### config.mk
export PLATFORM = sky130hd
export DESIGN_NAME = pipe_credit_egress_buffer
export DESIGN_NICKNAME = d
export VERILOG_FILES = /design/src/rtl/pipe_credit_pkg.sv /design/src/rtl/pipe_credit_fifo.sv /design/src/rtl/pipe_credit_egress_buffer.sv
export SDC_FILE = /design/constraint.sdc
export NUM_CORES = 1
export LEC_CHECK = 0
export CAP_MARGIN = 20
export CORE_MARGIN = 2
export CORE_UTILIZATION = 51
export CTS_BUF_LIST = sky130_fd_sc_hd__clkbuf_4 sky130_fd_sc_hd__clkbuf_8
export DETAILED_ROUTE_END_ITERATION = 10
export PLACE_DENSITY_LB_ADDON = 0.2
export SYNTH_ARGS = -nofsm -noshare
export SYNTH_HDL_FRONTEND = slang
export SYNTH_SLANG_ARGS = --single-unit
### constraint.sdc
create_clock -name clk -period 2.6 [get_ports clk]
set_input_delay 0.78 -clock clk [delete_from_list [all_inputs] [get_ports clk]]
set_output_delay 0.78 -clock clk [all_outputs]
set_load 0.05 [all_outputs]
### src/rtl/pipe_credit_pkg.sv
// Shared definitions for the credit-gated egress buffer.
// Contents:
//   DEFAULT_DEPTH - default FIFO depth used by the buffer and its FIFO
//   credit_cnt_t  - wide counter type for credit arithmetic (DEPTH <= 256,
//                   with headroom so inflight + fifo_count cannot overflow)
//   clog2_depth() - width of a counter that must hold the values 0..DEPTH
package pipe_credit_pkg;

  localparam int DEFAULT_DEPTH = 4;

  typedef logic [9:0] credit_cnt_t;

  function automatic int clog2_depth(input int depth);
    int w;
    w = $clog2(depth + 1);
    if (w < 1) begin
      w = 1;
    end else begin
      w = w;
    end
    return w;
  endfunction

endpackage

### src/rtl/pipe_credit_fifo.sv
// Circular DEPTH x DATA_WIDTH FIFO used as the egress store.
// Ports:
//   clk, rst_n        - clock, asynchronous active-low reset
//   i_push, i_data    - write request and data
//   i_pop             - read request (ignored when empty)
//   o_data            - head entry (don't-care when empty)
//   o_count           - number of valid entries
//   o_full, o_empty   - status flags
// A push while full is dropped unless a pop in the same cycle frees a slot.
// The storage array is deliberately not reset.
module pipe_credit_fifo
  import pipe_credit_pkg::*;
#(
  parameter int DATA_WIDTH = 32,
  parameter int DEPTH      = DEFAULT_DEPTH,
  parameter int CW         = clog2_depth(DEPTH)
) (
  input  logic                  clk,
  input  logic                  rst_n,
  input  logic                  i_push,
  input  logic [DATA_WIDTH-1:0] i_data,
  input  logic                  i_pop,
  output logic [DATA_WIDTH-1:0] o_data,
  output logic [CW-1:0]         o_count,
  output logic                  o_full,
  output logic                  o_empty
);

  localparam int PW = (DEPTH > 1) ? $clog2(DEPTH) : 1;

  logic [DATA_WIDTH-1:0] r_mem [DEPTH];
  logic [PW-1:0]         r_wr_ptr;
  logic [PW-1:0]         r_rd_ptr;
  logic [CW-1:0]         r_count;
  logic                  w_do_push;
  logic                  w_do_pop;

  // Pointers wrap explicitly so non-power-of-2 depths work.
  function automatic logic [PW-1:0] next_ptr(input logic [PW-1:0] ptr);
    logic [PW-1:0] nxt;
    if (ptr == PW'(DEPTH - 1)) begin
      nxt = '0;
    end else begin
      nxt = ptr + PW'(1);
    end
    return nxt;
  endfunction

  assign o_full   = (r_count == CW'(DEPTH));
  assign o_empty  = (r_count == '0);
  assign o_count  = r_count;
  assign o_data   = r_mem[r_rd_ptr];
  assign w_do_pop  = i_pop & ~o_empty;
  // A simultaneous pop frees the head slot, so a push at full still lands.
  assign w_do_push = i_push & (~o_full | w_do_pop);

  // Storage write; no reset on the data array.
  always_ff @(posedge clk) begin
    if (w_do_push) begin
      r_mem[r_wr_ptr] <= i_data;
    end
  end

  // Pointer and count state.
  always_ff @(posedge clk or negedge rst_n) begin
    if (!rst_n) begin
      r_wr_ptr <= '0;
      r_rd_ptr <= '0;
      r_count  <= '0;
    end else begin
      if (w_do_push) begin
        r_wr_ptr <= next_ptr(r_wr_ptr);
      end
      if (w_do_pop) begin
        r_rd_ptr <= next_ptr(r_rd_ptr);
      end
      case ({w_do_push, w_do_pop})
        2'b10:   r_count <= r_count + CW'(1);
        2'b01:   r_count <= r_count - CW'(1);
        default: r_count <= r_count;
      endcase
    end
  end

endmodule

### src/rtl/pipe_credit_egress_buffer.sv
// Credit-gated egress buffer placed after a fixed-latency, non-stalling
// pipeline. Upstream transactions are only admitted while a FIFO slot is
// reserved for their result, so results are never dropped; results are then
// re-exported on a ready/valid interface.
// Ports:
//   clk, rst_n              - clock, asynchronous active-low reset
//   up_valid / up_ready     - producer handshake (up_ready is the credit)
//   pipe_in_valid           - pipeline in_valid (= up_valid & up_ready)
//   pipe_out/pipe_out_valid - pipeline result capture
//   dn_data/dn_valid/dn_ready - consumer handshake
//   occupancy               - fifo_count + inflight
//   err                     - sticky protocol error (overflow or stray result)
module pipe_credit_egress_buffer
  import pipe_credit_pkg::*;
#(
  parameter int DATA_WIDTH   = 32,
  parameter int PIPE_LATENCY = 2,
  parameter int DEPTH        = DEFAULT_DEPTH
) (
  input  logic                         clk,
  input  logic                         rst_n,
  input  logic                         up_valid,
  output logic                         up_ready,
  output logic                         pipe_in_valid,
  input  logic [DATA_WIDTH-1:0]        pipe_out,
  input  logic                         pipe_out_valid,
  output logic [DATA_WIDTH-1:0]        dn_data,
  output logic                         dn_valid,
  input  logic                         dn_ready,
  output logic [$clog2(DEPTH+1)-1:0]   occupancy,
  output logic                         err
);

  localparam int CW = clog2_depth(DEPTH);

  if (DEPTH < 1) begin : g_depth_min
    $error("pipe_credit_egress_buffer: DEPTH must be >= 1");
  end
  if (DEPTH < PIPE_LATENCY + 1) begin : g_depth_lat
    $error("pipe_credit_egress_buffer: DEPTH must be >= PIPE_LATENCY + 1");
  end

  logic [CW-1:0] r_inflight;
  logic [CW-1:0] w_inflight_nxt;
  logic          r_err;
  logic [CW-1:0] w_fifo_count;
  logic          w_fifo_full;
  logic          w_fifo_empty;
  credit_cnt_t   w_credit_sum;
  logic          w_accept;
  logic          w_pop;
  logic          w_err_set;

  // Credit is computed from registered state only, so a pop frees its
  // credit on the following cycle and there is no path from dn_ready.
  assign w_credit_sum  = credit_cnt_t'(r_inflight) + credit_cnt_t'(w_fifo_count);
  assign up_ready      = rst_n & (w_credit_sum < credit_cnt_t'(DEPTH));
  assign w_accept      = up_valid & up_ready;
  assign pipe_in_valid = w_accept;
  assign dn_valid      = ~w_fifo_empty;
  assign w_pop         = dn_valid & dn_ready;
  assign occupancy     = CW'(w_credit_sum);
  assign err           = r_err;

  // A result with no reservation, or one arriving at a full FIFO that is not
  // draining, indicates the pipeline broke its latency contract.
  assign w_err_set = pipe_out_valid & ((w_fifo_full & ~w_pop) | (r_inflight == '0));

  // Next inflight count; a stray result saturates at zero.
  always_comb begin
    w_inflight_nxt = r_inflight;
    if (w_accept & ~pipe_out_valid) begin
      w_inflight_nxt = r_inflight + CW'(1);
    end else if (~w_accept & pipe_out_valid & (r_inflight != '0)) begin
      w_inflight_nxt = r_inflight - CW'(1);
    end else begin
      w_inflight_nxt = r_inflight;
    end
  end

  // Inflight counter and sticky error register.
  always_ff @(posedge clk or negedge rst_n) begin
    if (!rst_n) begin
      r_inflight <= '0;
      r_err      <= 1'b0;
    end else begin
      r_inflight <= w_inflight_nxt;
      r_err      <= r_err | w_err_set;
    end
  end

  pipe_credit_fifo #(
    .DATA_WIDTH (DATA_WIDTH),
    .DEPTH      (DEPTH),
    .CW         (CW)
  ) u_fifo (
    .clk     (clk),
    .rst_n   (rst_n),
    .i_push  (pipe_out_valid),
    .i_data  (pipe_out),
    .i_pop   (w_pop),
    .o_data  (dn_data),
    .o_count (w_fifo_count),
    .o_full  (w_fifo_full),
    .o_empty (w_fifo_empty)
  );

endmodule
==> out/metrics.yaml, run 1 <==
run_status:
  status: "finished with violations"
  violations: "negative setup slack"
routing:
  drt-pass1-iter-count: 4
  routedWlPerCell_um: 18.4
  drc: 0
  routed_wl_mm: 9.64
  via_per_inst: 5.26
  vias: 2751
  drtIter0Drc: 143
  ant_nets: 0
yosys:
  postSynthAreaPerCell_um2: 21.6
  synth_largest_area_cell: "edfxtp_1"
  synthCells: 251
  synthMostInstantiatedCell: "edfxtp_1"
  ys_seq_area_share_pct: 75.9
  synth_top_area_share_pct: 70.8
  ys_ff_latch: 139
  synth-main-ff-cell: "edfxtp_1"
  ys_warn_count: 0
  synth_fp_nets: 300
  synth-edff-count: 128
  ys_types: 35
  async_reset_ff_share_pct: 7.91
  syn_area_mm2: 0.00543
  synth_area_leaders: "edfxtp_1 71%, mux4_2 13%, dfrtp_1 5.1%, ha_1 2.1%, fa_1 1.1%"
  synth_common_cells: "128 x edfxtp_1, 32 x mux4_2, 11 x dfrtp_1"
layout:
  antenna_cells: 0
  area_growth_pct: 34.8
  finish.utilization_pct: 70.9
  drive_above_1_share_pct: 41.9
  nets: 424
  nFillCells: 622
floorplanning:
  core_area_mm2: 0.0103
  ios: 76
  die_w_um: 107
  num_rows: 37
  start_util_pct: 52.6
  die_area_mm2: 0.0115
  die_h_um: 107
setup_path:
  reg2reg_depth: 13
  r2r_end: "r_inflight[2]"
  r2r_slack_ns: 0.09
  crit_chain: "ha_4, inv_2, fa_2, nor2b_4, a21o_1, and2_4, buf_12"
  r2r-start: "u_fifo.o_count[0]"
  worst_setup_path_start_kind: "register"
  cp.depth: 7
  crit_family: "adder cells"
  max_stage_delay_ns: 0.40
  cp-end-kind: "output pin"
  crit_end: "up_ready"
  arrival_ns: 2.01
  crit_path_start: "u_fifo.o_count[0]"
  crit_slowest_cell: "dfrtp_1"
  crit_type: "register to output pin"
  crit_required_ns: 1.82
  cp_max_fo: 3
  crit_buf_inv: 2
sta:
  relSlewSlack_pct: 67.3
  min_period_over_period_pct: 107
  whs_ns: 0.521
  final-hold-violation-count: 0
  clock.fmax_mhz: 359
  rsz0062_at_grt: "yes"
  setup_viol: 3
  final.setup.worst_slack_ns: -0.187
  period_needed_ns: 2.79
  fin_setup_tns_ns: -0.500
  worst_slew_pin_slew_ns: 0.489
  drv_slew: 0
  finClkSkew_ns: 0.00707
pwr:
  peakVddDrop_uv: 1380
  power_mw: 9.85
  p_leak_nw: 2.61
  p_per_area_mw_per_mm2: 1350
clocking:
  path_clk_slew_ns: 0.08
  cts_buffer_depth: 2
  cts_root_buffer: "clkbuf_8"
  cts.sinks: 139
  cts_tree: "built"
  insertion_delay_ns: 0.42
  cts_made_buffers: 17
  cts_max_level: 4
  cts_hold_buffers: 0
global_routing:
  grt_overflow: 0
  grt_pass1_wl_mm: 14.8
  grt_max_degree: 25
  grt_pass1_vias: 2877
  antenna_found_initial: 0
  grt_usage_pct: 17.8
min_path:
  hold_class: "register to register"
job:
  cap_violations: 0
placed_design:
  port_buffers: 75
  place.gp.congestion: 0.786
  pre_cts_ws_ns: -0.342
  dpl.hpwl_mm: 5.89
-- cell families after synthesis --
group	after synthesis	synth area share, %
flip-flops	139	75.9
multiplexers	37	14.2
AND/OR/NAND/NOR	28	3.00
buffers and inverters	19	1.64
AO/OA/AOI/OAI	12	1.41
adder cells (fa/ha/maj)	12	3.18
XOR/XNOR	4	0.646
-- area by class of cell --
type / count / area (um^2) / area share (%)
Clock inverter: 13 / 151 / 2.07
Timing Repair Buffer: 113 / 1290 / 17.6
Sequential cell: 139 / 4120 / 56.4
Clock buffer: 18 / 241 / 3.30
Inverter: 11 / 46.3 / 0.633
Tap cell: 136 / 170 / 2.33
Multi-Input combinational cell: 93 / 1300 / 17.7
-- how the worst min path moves through the flow --
stage                     slack, ns  cells past startpoint                end               from
after floorplan                0.47                      1  u_fifo.o_count[2]  u_fifo.o_count[2]
after global placement         0.45                      1                err                err
after detailed placement       0.46                      1                err                err
after CTS                      0.48                      1                err                err
after global routing           0.53                      1                err                err
final                          0.52                      1                err                err
-- layout by cell type, fill, tap and decap left out, drive strengths merged, types with 4 or more instances in the layout --
| cell type | Yosys | layout |
|---|---|---|
| nor2b | 4 | 4 |
| and2 | 5 | 5 |
| clkbuf | 2 | 20 |
| ha | 9 | 9 |
| clkinv | 0 | 6 |
| o21ai | 5 | 5 |
| nor2 | 5 | 5 |
| buf | 6 | 74 |
| clkinvlp | 0 | 4 |
| mux2i | 4 | 4 |
| clkdlybuf4s50 | 0 | 37 |
| edfxtp | 128 | 128 |
| dfrtp | 11 | 11 |
| mux4 | 32 | 32 |
| inv | 11 | 11 |
-- stage by stage --
step	std cells	area, um^2
after global routing	523	7320
final	523	7320
after CTS	512	7110
after global placement	476	6570
after detailed placement	476	6570
after floorplan	251	5440
-- state kept, by name (all words and copies together) (netlist names) --
name and flops:
u_fifo.r_mem 128, r_inflight 3, u_fifo.o_count 3, err 1
u_fifo.r_rd_ptr 2, u_fifo.r_wr_ptr 2
-- metal layers --
metal,global-route usage (%),share of wire [%],vias to the layer above
li1,-,-,1264
met1,22.7,42,1403
met2,29.2,53,72
met3,4.86,3.8,12
met4,6.77,1.3,0
met5,0,0,-
-- report_power, final --
part,switching [mW],internal (mW),total [mW]
Clock,0.767,0.943,1.71
Sequential,0.177,2.94,3.12
Combinational,2.78,2.24,5.02
-- timing repair --
item | 4_1_cts | 5_1_grt
buffers inserted | 4 | 9
cloned | 1 | 2
setup endpoints to repair | 17 | 37
gates resized for setup | 26 | 18
pin swaps | 1 | 2
Power figures use the tool's default switching activity.
==> run 2, diff against run 1 <==
--- a/config.mk
+++ b/config.mk
@@ -5,6 +5,8 @@
 export SDC_FILE = /design/constraint.sdc
 export NUM_CORES = 1
 export LEC_CHECK = 0
+export ABC_AREA = 0
+export ABC_CLOCK_PERIOD_IN_PS = 2600
 export CAP_MARGIN = 20
 export CORE_MARGIN = 2
 export CORE_UTILIZATION = 51
==> results of run 2 <==
The final DEF is identical to that of run 1; final timing and power are the same.
==> run 3, diff against run 2 <==
--- a/config.mk
+++ b/config.mk
@@ -13,6 +13,7 @@
 export CTS_BUF_LIST = sky130_fd_sc_hd__clkbuf_4 sky130_fd_sc_hd__clkbuf_8
 export DETAILED_ROUTE_END_ITERATION = 10
 export PLACE_DENSITY_LB_ADDON = 0.2
+export SKIP_LAST_GASP = 1
 export SYNTH_ARGS = -nofsm -noshare
 export SYNTH_HDL_FRONTEND = slang
 export SYNTH_SLANG_ARGS = --single-unit
==> run 3 against run 2 <==
Net effect: combinational power fell by 1%; critical path depth did not move; the run still ends with negative setup slack left; design area fell by 0.43%; global-route usage barely moved; routed wire length fell by 0.13%; sequential power barely moved; largest cell class unchanged; critical endpoint unchanged; register-to-register slack barely moved; worst setup slack improved by 0.0012 ns; highest routed layer unchanged.
==> out/metrics.yaml, run 3 (same netlist as run 1, synthesis figures left out) <==
sta:
  whs_ns: 0.522  # +0.000471 ns
  rsz0062_at_grt: "yes"
  setup_viol: 3  # unchanged
  clock.fmax_mhz: 359  # about the same
  finClkSkew_ns: 0.00708  # +0.00000944 ns
  drv_slew: 0  # unchanged
  final-hold-violation-count: 0  # unchanged
  relSlewSlack_pct: 67.3  # unchanged
  worst_slew_pin_slew_ns: 0.489  # -0.000000238 ns
  final.setup.worst_slack_ns: -0.186  # +0.00122 ns
  fin_setup_tns_ns: -0.496  # +0.00371 ns
  period_needed_ns: 2.79  # -0.00122 ns
  min_period_over_period_pct: 107  # about the same
layout:
  nets: 424  # unchanged
  regMostFlops: "u_fifo.r_mem"
  mostFrequentLayoutCells: "128 x edfxtp_1, 38 x buf_4, 37 x clkdlybuf4s50_1"
  drive_above_1_share_pct: 41.6  # -0.26 points
  design_area_mm2: 0.00729  # -0.43%
  area_growth_pct: 34.3
  antenna_cells: 0  # unchanged
  largest_register_ffs: 128  # unchanged
  final_common_cell: "edfxtp_1"
floorplanning:
  start_util_pct: 52.6  # unchanged
  die_w_um: 107  # unchanged
  core_area_mm2: 0.0103  # unchanged
  ios: 76  # unchanged
  die_h_um: 107  # unchanged
  num_rows: 37  # unchanged
  die_area_mm2: 0.0115  # unchanged
routing:
  via_per_inst: 5.27  # +0.25%
  drtIter0Drc: 134  # -6.3%
  m1WireLength_mm: 4.06  # -0.12%
  vias: 2758  # +0.25%
  routedWlPerCell_um: 18.4  # -0.13%
  met2WireLength_mm: 5.07  # -0.28%
  drt-pass1-iter-count: 4  # unchanged
  ant_nets: 0  # unchanged
  topRoutingLayerUsed: "met4"
  routed_wl_mm: 9.63  # -0.13%
  drc: 0  # unchanged
  wl_met3_um: 383  # +4.6%
global_routing:
  grt_usage_pct: 17.7  # -0.027 points
  antenna_found_initial: 0  # unchanged
  grt_pass1_vias: 2866  # -0.38%
  grt_pass1_wl_mm: 14.7  # -0.19%
  grt_overflow: 0  # unchanged
  grt_max_degree: 25  # unchanged
placed_design:
  dpl.hpwl_mm: 5.89  # unchanged
  pre_cts_ws_ns: -0.342  # unchanged
  place_area_mm2: 0.00657  # unchanged
  port_buffers: 75  # unchanged
  place.gp.congestion: 0.786  # unchanged
setup_path:
  cp_max_fo: 3  # unchanged
  crit_path_start: "u_fifo.o_count[0]"
  reg2reg_depth: 13  # unchanged
  crit_required_ns: 1.82  # about the same
  crit_type: "register to output pin"
  arrival_ns: 2.01  # about the same
  r2r-start: "u_fifo.o_count[0]"
  worst_setup_path_start_kind: "register"
  r2r_slack_ns: 0.08  # about the same
  r2r_end: "r_inflight[2]"
  cp-end-kind: "output pin"
run_status:
  status: "finished with violations"
  violations: "negative setup slack"
pwr:
  seqPwrFrac_pct: 31.8  # about the same
  peakVddDrop_uv: 1380  # -0.46%
  p_leak_nw: 2.60  # -0.52%
  clkPwrFrac_pct: 17.5  # about the same
  p_switching_mw: 3.71  # -0.31%
  switching_share_pct: 37.9  # +0.094 points
  combPwrFrac_pct: 50.7  # -0.3 points
  intPower_mw: 6.09  # -0.71%
  power_mw: 9.80  # -0.56%
  p_per_area_mw_per_mm2: 1340  # -0.14%
clocking:
  insertion_delay_ns: 0.42  # about the same
  path_clk_slew_ns: 0.08  # about the same
  cts.sinks: 139  # unchanged
  cts_buffer_depth: 2  # unchanged
  cts_max_level: 4  # unchanged
  cts_tree: "built"
  cts_made_buffers: 17  # unchanged
  cts_root_buffer: "clkbuf_8"
min_path:
  hold_depth: 1  # unchanged
  min_to: "err"
  hold_start: "err"
  hold_class: "register to register"
job:
  cap_violations: 0  # unchanged
## run 3: cell count changes in the layout (fill, tap and decap cells not counted)
cell,delta
nand2b_1,+1
buf_12,-1
nand2b_4,-1
buf_4,+4
buf_6,-3
## run 3: critical path, cell delays in order, from the launching register on
cell and delay, ns:
dfrtp_1 0.40, ha_4 0.15, inv_2 0.03, fa_2 0.34, nor2b_4 0.14, a21o_1 0.20, and2_4 0.18, buf_12 0.14
## run 3: worst max-delay path by stage
stage | to | slack (ns) | cells past startpoint
detailed placement | u_fifo.o_count[2] | -0.34 | 10
global placement | u_fifo.o_count[2] | -0.30 | 10
global route | up_ready | -0.27 | 7
floorplan | r_inflight[2] | 0.02 | 12
CTS | up_ready | -0.19 | 7
finish | up_ready | -0.19 | 7
## run 3: power by group through the flow
stage               logic (mW)  registers [mW]  clock network (mW)
floorplan                 2.93            3.12                   0
global placement          4.35            3.14                   0
detailed placement        4.37            3.17                   0
CTS                       4.57            3.14                1.76
global route              5.24            3.16                1.84
finish                    4.96            3.12                1.71
## run 3: what timing repair did
action / in CTS / in global routing
endpoints found under the setup margin: 17 / 35
resized for setup: 10 / 30
buffers inserted: 4 / 9
hold buffers: 0 / 0
cloned: 1 / 2
pin swaps: 1 / 2
## run 3: per-stage QoR
stage / std cells / util, %
global route: 523 / 70.6
detailed placement: 476 / 63.6
floorplan: 251 / -
global placement: 476 / 63.6
finish: 523 / 70.6
CTS: 512 / 68.4
## run 3: layer usage
layer | GRT usage, % | up-vias
met5 | 0 | -
li1 | - | 1264
met3 | 4.86 | 10
met1 | 22.7 | 1407
met2 | 29.2 | 77
met4 | 6.77 | 0
## run 3: final cells by class
type,count,area (um^2)
clock buffers,18,241
clock inverters,13,151
fillers,628,3040
inverters,11,46.3
multi-input cells,93,1290
flip-flops and latches,139,4120
well taps,136,170
repair buffers,113,1260
